`config.mk`:
```
export PLATFORM = sky130hd
export DESIGN_NAME = mv_stream_loader
export DESIGN_NICKNAME = d
export VERILOG_FILES = /design/src/rtl/mv_stream_loader.sv
export SDC_FILE = /design/constraint.sdc
export NUM_CORES = 1
export LEC_CHECK = 0
export CORE_MARGIN = 2
export CORE_UTILIZATION = 45
export CTS_CLUSTER_DIAMETER = 80
export DETAILED_ROUTE_END_ITERATION = 10
export PLACE_DENSITY = 0.78
export REMOVE_ABC_BUFFERS = 1
export SYNTH_ARGS = -nofsm -noshare
export SYNTH_HDL_FRONTEND = slang
export SYNTH_SLANG_ARGS = --single-unit
```
`constraint.sdc`:
```
create_clock -name clk -period 3.1 [get_ports clk]
set_input_delay 0.775 -clock clk [delete_from_list [all_inputs] [get_ports clk]]
set_output_delay 0.775 -clock clk [all_outputs]
set_load 0.02 [all_outputs]
```
`src/rtl/mv_stream_loader.sv`:
```
// mv_stream_loader: stream front end for the 4x4 systolic matrix-vector engine.
// It loads 16 matrix elements and 4 vector elements into the engine buses,
// holds eng_en high for a fixed window, captures the packed result and then
// streams the four result elements back out.
//
// state   | meaning
// --------+--------------------------------------------------------------
// LOAD    | accepting elements M1[0..3] .. M4[0..3], V[0..3]; checks framing
// RUN     | eng_en high, buses frozen, run counter 0..RUN_CYCLES-1
// CAPTURE | eng_en low, engine result latched into the capture register
// SEND    | result elements 0..3 streamed out with valid/ready
module mv_stream_loader #(
    parameter int DIMENSION  = 4,
    parameter int WIDTH      = 8,
    parameter int RUN_CYCLES = 9
) (
    input  logic                       clk,
    input  logic                       rst,
    input  logic                       in_valid,
    output logic                       in_ready,
    input  logic [WIDTH-1:0]           in_data,
    input  logic                       in_last,
    output logic                       out_valid,
    input  logic                       out_ready,
    output logic [WIDTH-1:0]           out_data,
    output logic                       out_last,
    output logic                       frame_err,
    output logic                       busy,
    output logic                       eng_en,
    output logic [DIMENSION*WIDTH-1:0] eng_M1,
    output logic [DIMENSION*WIDTH-1:0] eng_M2,
    output logic [DIMENSION*WIDTH-1:0] eng_M3,
    output logic [DIMENSION*WIDTH-1:0] eng_M4,
    output logic [DIMENSION*WIDTH-1:0] eng_V,
    input  logic [DIMENSION*WIDTH-1:0] eng_MV
);

    localparam int BUS_W = DIMENSION * WIDTH;
    localparam int ELEMS = DIMENSION * (DIMENSION + 1);
    localparam int CNT_W = $clog2(ELEMS);
    localparam int RUN_W = $clog2(RUN_CYCLES);
    localparam int IDX_W = $clog2(DIMENSION);

    localparam logic [CNT_W-1:0] CNT_LAST = CNT_W'(ELEMS - 1);
    localparam logic [RUN_W-1:0] RUN_LAST = RUN_W'(RUN_CYCLES - 1);
    localparam logic [IDX_W-1:0] IDX_LAST = IDX_W'(DIMENSION - 1);

    typedef enum logic [1:0] {
        S_LOAD,
        S_RUN,
        S_CAPTURE,
        S_SEND
    } state_t;

    state_t             state_q, state_d;
    logic [CNT_W-1:0]   cnt_q, cnt_d;
    logic [RUN_W-1:0]   run_cnt_q, run_cnt_d;
    logic [IDX_W-1:0]   idx_q, idx_d;
    logic [BUS_W-1:0]   m1_q, m1_d, m2_q, m2_d, m3_q, m3_d, m4_q, m4_d;
    logic [BUS_W-1:0]   v_q, v_d, cap_q, cap_d;
    logic               in_ready_q, in_ready_d;
    logic               out_valid_q, out_valid_d;
    logic [WIDTH-1:0]   out_data_q, out_data_d;
    logic               out_last_q, out_last_d;
    logic               frame_err_q, frame_err_d;
    logic               busy_q, busy_d;
    logic               eng_en_q, eng_en_d;

    // Element counter split: with DIMENSION fixed at 4 the upper bits select
    // the bus (M1..M4, V) and the low two bits select the slice within it.
    logic [2:0]         elem_bus;
    logic [IDX_W-1:0]   elem_col;
    logic               elem_last;
    logic [IDX_W-1:0]   idx_inc;

    assign elem_bus  = cnt_q[CNT_W-1:IDX_W];
    assign elem_col  = cnt_q[IDX_W-1:0];
    assign elem_last = (cnt_q == CNT_LAST);
    assign idx_inc   = idx_q + 1'b1;

    // Next-state and next-output computation for the whole controller.
    always_comb begin
        state_d     = state_q;
        cnt_d       = cnt_q;
        run_cnt_d   = run_cnt_q;
        idx_d       = idx_q;
        m1_d        = m1_q;
        m2_d        = m2_q;
        m3_d        = m3_q;
        m4_d        = m4_q;
        v_d         = v_q;
        cap_d       = cap_q;
        in_ready_d  = in_ready_q;
        out_valid_d = out_valid_q;
        out_data_d  = out_data_q;
        out_last_d  = out_last_q;
        frame_err_d = 1'b0;
        busy_d      = busy_q;
        eng_en_d    = eng_en_q;

        case (state_q)
            S_LOAD: begin
                if (in_valid && in_ready_q) begin
                    // The element is written even when the framing is bad;
                    // a later good job overwrites every slice anyway.
                    case (elem_bus)
                        3'd0:    m1_d[elem_col*WIDTH +: WIDTH] = in_data;
                        3'd1:    m2_d[elem_col*WIDTH +: WIDTH] = in_data;
                        3'd2:    m3_d[elem_col*WIDTH +: WIDTH] = in_data;
                        3'd3:    m4_d[elem_col*WIDTH +: WIDTH] = in_data;
                        3'd4:    v_d[elem_col*WIDTH +: WIDTH]  = in_data;
                        default: ;
                    endcase
                    if (in_last != elem_last) begin
                        frame_err_d = 1'b1;
                        cnt_d       = '0;
                    end else if (elem_last) begin
                        cnt_d      = '0;
                        state_d    = S_RUN;
                        in_ready_d = 1'b0;
                        eng_en_d   = 1'b1;
                        busy_d     = 1'b1;
                    end else begin
                        cnt_d = cnt_q + 1'b1;
                    end
                end
            end
            S_RUN: begin
                if (run_cnt_q == RUN_LAST) begin
                    run_cnt_d = '0;
                    state_d   = S_CAPTURE;
                    eng_en_d  = 1'b0;
                end else begin
                    run_cnt_d = run_cnt_q + 1'b1;
                end
            end
            S_CAPTURE: begin
                // Element 0 comes straight from eng_MV because the capture
                // register only updates on this same edge.
                cap_d       = eng_MV;
                state_d     = S_SEND;
                idx_d       = '0;
                out_valid_d = 1'b1;
                out_data_d  = eng_MV[WIDTH-1:0];
                out_last_d  = 1'b0;
            end
            S_SEND: begin
                if (out_ready) begin
                    if (idx_q == IDX_LAST) begin
                        state_d     = S_LOAD;
                        idx_d       = '0;
                        out_valid_d = 1'b0;
                        out_data_d  = '0;
                        out_last_d  = 1'b0;
                        in_ready_d  = 1'b1;
                        busy_d      = 1'b0;
                    end else begin
                        idx_d      = idx_inc;
                        out_data_d = cap_q[idx_inc*WIDTH +: WIDTH];
                        out_last_d = (idx_inc == IDX_LAST);
                    end
                end
            end
            default: state_d = S_LOAD;
        endcase
    end

    // State and registered outputs; synchronous active-low reset aborts any job.
    always_ff @(posedge clk) begin
        if (!rst) begin
            state_q     <= S_LOAD;
            cnt_q       <= '0;
            run_cnt_q   <= '0;
            idx_q       <= '0;
            m1_q        <= '0;
            m2_q        <= '0;
            m3_q        <= '0;
            m4_q        <= '0;
            v_q         <= '0;
            cap_q       <= '0;
            in_ready_q  <= 1'b1;
            out_valid_q <= 1'b0;
            out_data_q  <= '0;
            out_last_q  <= 1'b0;
            frame_err_q <= 1'b0;
            busy_q      <= 1'b0;
            eng_en_q    <= 1'b0;
        end else begin
            state_q     <= state_d;
            cnt_q       <= cnt_d;
            run_cnt_q   <= run_cnt_d;
            idx_q       <= idx_d;
            m1_q        <= m1_d;
            m2_q        <= m2_d;
            m3_q        <= m3_d;
            m4_q        <= m4_d;
            v_q         <= v_d;
            cap_q       <= cap_d;
            in_ready_q  <= in_ready_d;
            out_valid_q <= out_valid_d;
            out_data_q  <= out_data_d;
            out_last_q  <= out_last_d;
            frame_err_q <= frame_err_d;
            busy_q      <= busy_d;
            eng_en_q    <= eng_en_d;
        end
    end

    assign in_ready  = in_ready_q;
    assign out_valid = out_valid_q;
    assign out_data  = out_data_q;
    assign out_last  = out_last_q;
    assign frame_err = frame_err_q;
    assign busy      = busy_q;
    assign eng_en    = eng_en_q;
    assign eng_M1    = m1_q;
    assign eng_M2    = m2_q;
    assign eng_M3    = m3_q;
    assign eng_M4    = m4_q;
    assign eng_V     = v_q;

endmodule
```
# Word level (Yosys, flattened, before mapping)
# Index checks and enable logic that the tools add are counted.
# classes
addsub	4
n_eq_ne	18
shift	3
muxes	40
n_reduce_logical	18
# op_table
cell	n
$bwmux W32	5
$neg A5 Y34	1
$shift A8 B34 Y32 const A	1
$shiftx A8 B34 Y32	1
$shiftx A32 B6 Y8	1
$reduce_and A3 Y1	7
$mux W2	8
$mux W8	2
$pmux W8 S2	1
$mux W1	14
$ne A2 B2 Y1 const B	6
$reduce_and A6 Y1	2
$mux W5	2
$pmux W1 S2	5
$eq A2 B2 Y1 const B	4
$pmux W2 S4	1
$eq A3 B2 Y1 const B	2
$reduce_bool A2 Y1	3
$add A5 B1 Y5 const B	1
$eq A5 B5 Y1 const B	1
$reduce_and A5 Y1	1
$add A4 B1 Y4 const B	1
$eq A4 B4 Y1 const B	1
$mux W4	1
10 further kinds	11
# totals
register_bits	219
inputBits	45
output_inout_bits	174
elab_cells	100

# Logic depth before layout (Yosys ltp)
# Gate-level depths: netlist of the first run.
# logic_depth
depth_word	5
depth_mapped	8
depth_no_buf	6

# Worst setup path before layout of the first run
# Ideal clock, no wire load.
# synth_timing
path_type	register to register
from	register idx_q[0]
to	register out_data_q[7], in the netlist out_data[7]
setup_ns	0.123
t_arrival_ns	2.056
required_ns	2.977
slack_ns	0.922
path_stages_with_launch	8
path_buffers	2
period_less_slack_ns	2.178
cell_sequence	dfxtp_1 -> buf_2 -> inv_1 -> ha_1 -> clkbuf_1 -> mux4_2 -> a221oi_1 -> nor2_1
# synth_between
elab_chain_len	5
elab_cells_between_ends	6
classes_between	add/sub (1); eq/ne (1); shift (1); mux (3)
# synth_lines
item	line	text
from (decl)	58	logic [IDX_W-1:0] idx_q, idx_d;
from (signal assigned)	192	idx_q <= idx_d;
$add A2 B1 Y2	79	assign idx_inc = idx_q + 1'b1;
$shiftx A32 B6 Y8	159	out_data_d = cap_q[idx_inc*WIDTH +: WIDTH];
$mux W8 (*)	149	if (idx_q == IDX_LAST) begin
$mux W8 (*)	148	if (out_ready) begin
$pmux W8 S2 (*)	101	case (state_q)
to (signal assigned)	201	out_data_q <= out_data_d;
to (decl)	63	logic [WIDTH-1:0] out_data_q, out_data_d;
# Every way passes the cells marked *; elsewhere a longest branch is shown, timed or not. The select of a mux whose other input is x is not followed.
# A chain may end at the register's enable or synchronous reset.

# Worst setup path in the final report of the first run
# layout_timing
from	register cnt_q[0]
to	register m4_q[15], in the netlist eng_M4[15]
# layout_between
elab_chain_len	3
elab_cells_between_ends	4
classes_between	add/sub (1); shift (2); mux (1)
# layout_lines
item	line	text
from (decl)	56	logic [CNT_W-1:0] cnt_q, cnt_d;
from (signal assigned)	190	cnt_q <= cnt_d;
$neg A5 Y34 (*)	110	3'd3: m4_d[elem_col*WIDTH +: WIDTH] = in_data;
$shiftx A8 B34 Y32 or $shift A8 B34 Y32 (tied branches)	110	
$bwmux W32 (*)	110	
to (signal assigned)	196	m4_q <= m4_d;
to (decl)	59	logic [BUS_W-1:0] m1_q, m1_d, m2_q, m2_d, m3_q, m3_d, m4_q, m4_d;
# Every way passes the cells marked *; elsewhere a longest branch is shown, timed or not.

==> flow_metrics.tcl, run 1 <==
set metrics [dict create \
    max_stage_delay_ns 0.72 \
    cts_buffer_depth 3 \
    status "finished clean" \
    cap_violations 0 \
    synth.cell_area_um2 8466 \
    drv_slew 0 \
    synth_seq_cells 219 \
    drc 0 \
    clk_pin_slew_ns 0.06 \
    slew_headroom_pct 51.42 \
    initial_core_util_pct 45.56 \
    hold_path_class "register to register" \
    setup_ws_ns 0.3988 \
    dr_total_vias 6953 \
    die_h_um 141.2 \
    arrival_ns 3.11 \
    dpl-instance-area_um2 10760 \
    grt_overflow_total 0 \
    p_leak_nw 4.393 \
    p_per_area_nw_per_um2 539.5 \
    period_share_pct 87.14 \
    io_buffers 218 \
    synth_commonest_cells "dfxtp_1 (219), nand2_1 (146), mux2i_1 (108), nand3_1 (60), nor2_1 (53)" \
    drt_first_pass_iters 4 \
    yosys_warnings 0 \
    clk-insertion-delay-late_ns 0.50 \
    postCtsResizedCells 0 \
    cts_buffers 22 \
    fin_crit_ns 2.701 \
    cts.sinks 219 \
    wire_per_inst_um 17.75 \
    cp-end-kind "register" \
    drtIter0Drc 314 \
    synth.distinct_cells 53 \
    max-vdd-ir-drop_mv 0.3578 \
    dpl.cell_count 1256 \
    gp_congestion 0.8119 \
    grt_pass1_wl_mm 35.56 \
    worstMarginPinSlew_ns 0.7273 \
    max_freq_mhz 370.2 \
    reg2reg_from "cnt_q[0]$_SDFFE_PN0P_" \
    finalPower_mw 6.229 \
    synth_most_common_cell "dfxtp_1" \
    wl_mm 22.97 \
    ant_nets 0 \
    tns_ns 0 \
    grt_antenna_before_repair 0 \
    fin_nets 1103 \
    die_x_um 141.2 \
    syn_to_final_growth_pct 36.39 \
    hp-start "eng_M1[0]$_SDFFE_PN0P_" \
    critical_path.max_fanout 12 \
    finalHoldViolations 0 \
    post-cts-setup-buffers 0 \
    placementRows 50 \
    synth_edf_count 0 \
    path_cells "inv_2, ha_1, nand2_2, nor3_2, nand2_1, o21ai_1" \
    htreeDepth 1 \
    diodes 0 \
    ys_top_cells_by_area "dfxtp_1 (52%), mux2i_1 (13%), nand2_1 (6.5%)" \
    grt_usage_pct 22.14 \
    worstSetupStartpointType "register" \
    core_area_um2 18580 \
    ys_async_sr_fraction_pct 0 \
    setup_viol 0 \
    cts_tree "done" \
    netlist_instances 846 \
    synth_seq_area_share_pct 51.79 \
    place_hpwl_mm 15.98 \
    layout-drive-gt1-share_pct 8.113 \
    rsz0062_at_grt "no" \
    die_area_um2 19930 \
    crit_type "register to register" \
    worstPathRequired_ns 3.51 \
    synth-main-ff-cell "dfxtp_1" \
    layout.cells.non_filler 1294 \
    io_pins 219 \
    clock_skew_ns 0.01300 \
    drt-vias-per-instance 5.373 \
    synth_top_area_share_pct 51.79 \
    cp_slowest_cell "ha_1" \
    yosysTopAreaCell "dfxtp_1" \
    root_buffer "clkbuf_16" \
    critical_path.startpoint "cnt_q[0]$_SDFFE_PN0P_" \
    place_ws_ns 0.3820 \
    syn_avg_cell_area_um2 10.01 \
    grt_pass1_vias 6591 \
    hold_buffers 0 \
    grt_max_degree 105 \
    design_area_um2 11550 \
]
[cells in the final DEF (no fill, tap or decap), drive strengths merged, types with 2 or more instances in the layout]
cell type	synthesis	routed
a21oi	20	20
a221oi	9	9
a32o	17	17
and2	5	5
and3	2	2
buf	26	13
bufinv	0	4
clkbuf	28	32
clkdlybuf4s50	0	217
dfxtp	219	219
ha	12	12
inv	10	10
mux2i	108	108
mux4	8	8
nand2	156	156
nand2b	2	2
nand3	60	60
nand3b	2	2
nor2	53	53
nor2b	3	3
nor3	4	4
nor4b	9	9
o21ai	55	55
o22ai	13	13
o2bb2ai	7	7
xor2	2	2
[per-layer routing]
layer / global-route usage, % / routed length [um] / vias up
met5: 0 / 0 / -
met4: 5.211 / 403 / 0
met3: 6.216 / 1945 / 35
met2: 37.35 / 10860 / 240
met1: 28.23 / 9761 / 3314
li1: - / - / 3364
[cell families after synthesis]
kind of cell / share of synthesized area (%)
compound gates: 10.08
flops: 51.79
xor+xnor: 0.3104
fa+ha+maj: 1.774
mux: 15.03
buf+inv: 3.739
simple gates: 17.28
[per-stage QoR]
| stage | hold WS [ns] | util [%] |
|---|---|---|
| after global routing | 0.4726 | 62.14 |
| final | 0.4584 | 62.14 |
| after CTS | 0.4609 | 62.14 |
| after global placement | 0.4412 | 57.93 |
| after detailed placement | 0.4508 | 57.93 |
| after floorplan | 0.4546 | - |
[critical path, delay by kind of cell (launching register included)]
family / cells / cell delay, ns
AO/OA/AOI/OAI: 1 / 0.21
adder cells (fa/ha/maj): 1 / 0.72
buffers and inverters: 1 / 0.22
flip-flops: 1 / 0.52
AND/OR/NAND/NOR: 3 / 0.93
[worst paths after layout]
path	slack, ns	cells past startpoint	to
worst max-delay path	0.40	6	eng_M4[15]$_SDFFE_PN0P_
worst min register to register	0.46	2	eng_M1[0]$_SDFFE_PN0P_
worst max register to register	0.40	6	eng_M4[15]$_SDFFE_PN0P_
worst min-delay path	0.46	2	eng_M1[0]$_SDFFE_PN0P_
[report_power, final]
group / switching (mW) / internal, mW / total, mW
combinational: 0.311 / 0.191 / 0.502
sequential: 0.0266 / 2.85 / 2.87
clock: 1.07 / 1.78 / 2.85
[sequential cells by signal (all words and copies together) (netlist names)]
signal and flops:
cap_q 32, eng_M1 32, eng_M2 32, eng_M3 32
eng_M4 32, eng_V 32, out_data 8, cnt_q 5
run_cnt_q 4, idx_q 2, state_q 2, busy 1
eng_en 1, frame_err 1, in_ready 1, out_last 1
out_valid 1
[final cells by class]
| class | instances | area (um2) |
|---|---|---|
| clock buffer | 32 | 649.4 |
| clock inverter | 6 | 132.6 |
| fill | 1519 | 7034 |
| inverter | 10 | 37.54 |
| multi-input combinational | 563 | 3767 |
| sequential | 219 | 4384 |
| tap | 234 | 292.8 |
| timing repair buffer | 230 | 2282 |
(Power assumes the default switching activity.)
==> inputs of run 2 (changes only) <==
--- a/config.mk
+++ b/config.mk
@@ -9,7 +9,7 @@
 export CORE_UTILIZATION = 45
 export CTS_CLUSTER_DIAMETER = 80
 export DETAILED_ROUTE_END_ITERATION = 10
-export PLACE_DENSITY = 0.78
+export PLACE_DENSITY = 0.86
 export REMOVE_ABC_BUFFERS = 1
 export SYNTH_ARGS = -nofsm -noshare
 export SYNTH_HDL_FRONTEND = slang
==> flow_metrics.tcl, run 2 (synthesis results as in run 1) <==
set metrics [dict create \
    hold_path_class "register to register" \
    ant_nets 0 \
    fin_crit_ns 2.426 \
    worstMarginPinSlew_ns 0.6899 \
    wire_per_inst_um 18.15 \
    p_leak_nw 4.401 \
    arrival_ns 1.65 \
    path_cells "clkdlybuf4s50_1" \
    setup_viol 0 \
    root_buffer "clkbuf_16" \
    status "finished clean" \
    drc 0 \
    die_h_um 141.2 \
    cp_slowest_cell "clkdlybuf4s50_1" \
    syn_to_final_growth_pct 36.55 \
    place_hpwl_mm 16.79 \
    clock_skew_ns 0.01511 \
    drt-vias-per-instance 5.435 \
    grt_pass1_vias 7039 \
    post-cts-setup-buffers 0 \
    io_pins 219 \
    setup_ws_ns 0.6745 \
    io_buffers 218 \
    grt_antenna_before_repair 1 \
    grt_max_degree 62 \
    cts.sinks 219 \
    crit_type "register to output pin" \
    cts_tree "done" \
    max-vdd-ir-drop_mv 0.4444 \
    postCtsResizedCells 0 \
    placementRows 50 \
    gp_congestion 0.8389 \
    rsz0062_at_grt "no" \
    layout_commonest_cell "dfxtp_1" \
    tns_ns 0 \
    cpLargestDelayFamily "buffers and inverters" \
    layout.cells.non_filler 1304 \
    grt_overflow_total 0 \
    dr_total_vias 7087 \
    grt_pass1_wl_mm 37.32 \
    cts_buffers 24 \
    die_area_um2 19930 \
    dpl.cell_count 1262 \
    clk_pin_slew_ns 0.06 \
    cts_buffer_depth 3 \
    grt_usage_pct 23.12 \
    worstSetupStartpointType "register" \
    max_stage_delay_ns 0.69 \
    cp_num_buf_inv 1 \
    most-common-layout-cells "dfxtp_1 (219), clkdlybuf4s50_1 (217), nand2_1 (146)" \
    fillers 1476 \
    place_ws_ns 0.3398 \
    period_share_pct 78.24 \
    clk-insertion-delay-late_ns 0.51 \
    initial_core_util_pct 45.56 \
    drt_first_pass_iters 5 \
    wl_mm 23.67 \
    critical_path.max_fanout 7 \
    max_freq_mhz 412.3 \
    die_x_um 141.2 \
    finalHoldViolations 0 \
    diodes 0 \
    core_area_um2 18580 \
    cap_violations 0 \
    p_per_area_nw_per_um2 529.6 \
    slew_headroom_pct 53.91 \
    drtIter0Drc 375 \
    drv_slew 0 \
    hold_buffers 0 \
    layout-drive-gt1-share_pct 8.879 \
    fin_nets 1111 \
    cp-end-kind "output pin" \
    design_area_um2 11560 \
    dpl-instance-area_um2 10800 \
    htreeDepth 1 \
    worstPathRequired_ns 2.32 \
]
[run 2: cell count changes in the layout (fill, tap and decap cells not counted), moves of 2 or more]
cell,previous run,this run
buf_4,12,19
bufinv_16,4,1
clkinvlp_4,1,4
clkbuf_16,23,25
clkbuf_8,4,2
[run 2: per-stage QoR]
step	hold slack (ns)	util (%)	total power, mW
floorplan	0.4546	-	3.197
finish	0.4544	62.22	6.122
global placement	0.4410	58.11	3.426
CTS	0.4549	62.22	6.153
global route	0.4735	62.22	6.331
detailed placement	0.4471	58.11	3.435
[run 2: final cells by class]
| class | count | area [um2] | share of cell area (%) |
|---|---|---|---|
| clock buffer | 33 | 675.6 | 5.845 |
| clock inverter | 9 | 87.58 | 0.7577 |
| inverter | 10 | 37.54 | 0.3247 |
| multi-input combinational | 563 | 3767 | 32.59 |
| sequential | 219 | 4384 | 37.93 |
| tap | 234 | 292.8 | 2.533 |
| timing repair buffer | 236 | 2315 | 20.02 |
[run 2: worst paths after layout]
kind                          start                      to  slack, ns  cells past startpoint
max           in_ready$_SDFFE_PN1P_                in_ready       0.67                      1
min          eng_V[25]$_SDFFE_PN0P_  eng_V[25]$_SDFFE_PN0P_       0.45                      2
max reg2reg   cnt_q[0]$_SDFFE_PN0P_  eng_M3[5]$_SDFFE_PN0P_       0.73                      7
min reg2reg  eng_V[25]$_SDFFE_PN0P_  eng_V[25]$_SDFFE_PN0P_       0.45                      2
[run 2: power breakdown]
part | switching (mW) | internal [mW] | total (mW)
clock | 1.13 | 1.61 | 2.74
combinational | 0.311 | 0.195 | 0.506
sequential | 0.0266 | 2.85 | 2.87
total | 1.47 | 4.66 | 6.12
[run 2: metal layers]
metal / up-vias / share of wire [%] / GRT usage, %
met3: 60 / 9.8 / 7.371
met5: - / 0.034 / 0
met4: 2 / 3.5 / 9.105
met1: 3337 / 41 / 28.37
li1: 3391 / - / -
met2: 297 / 46 / 37.89
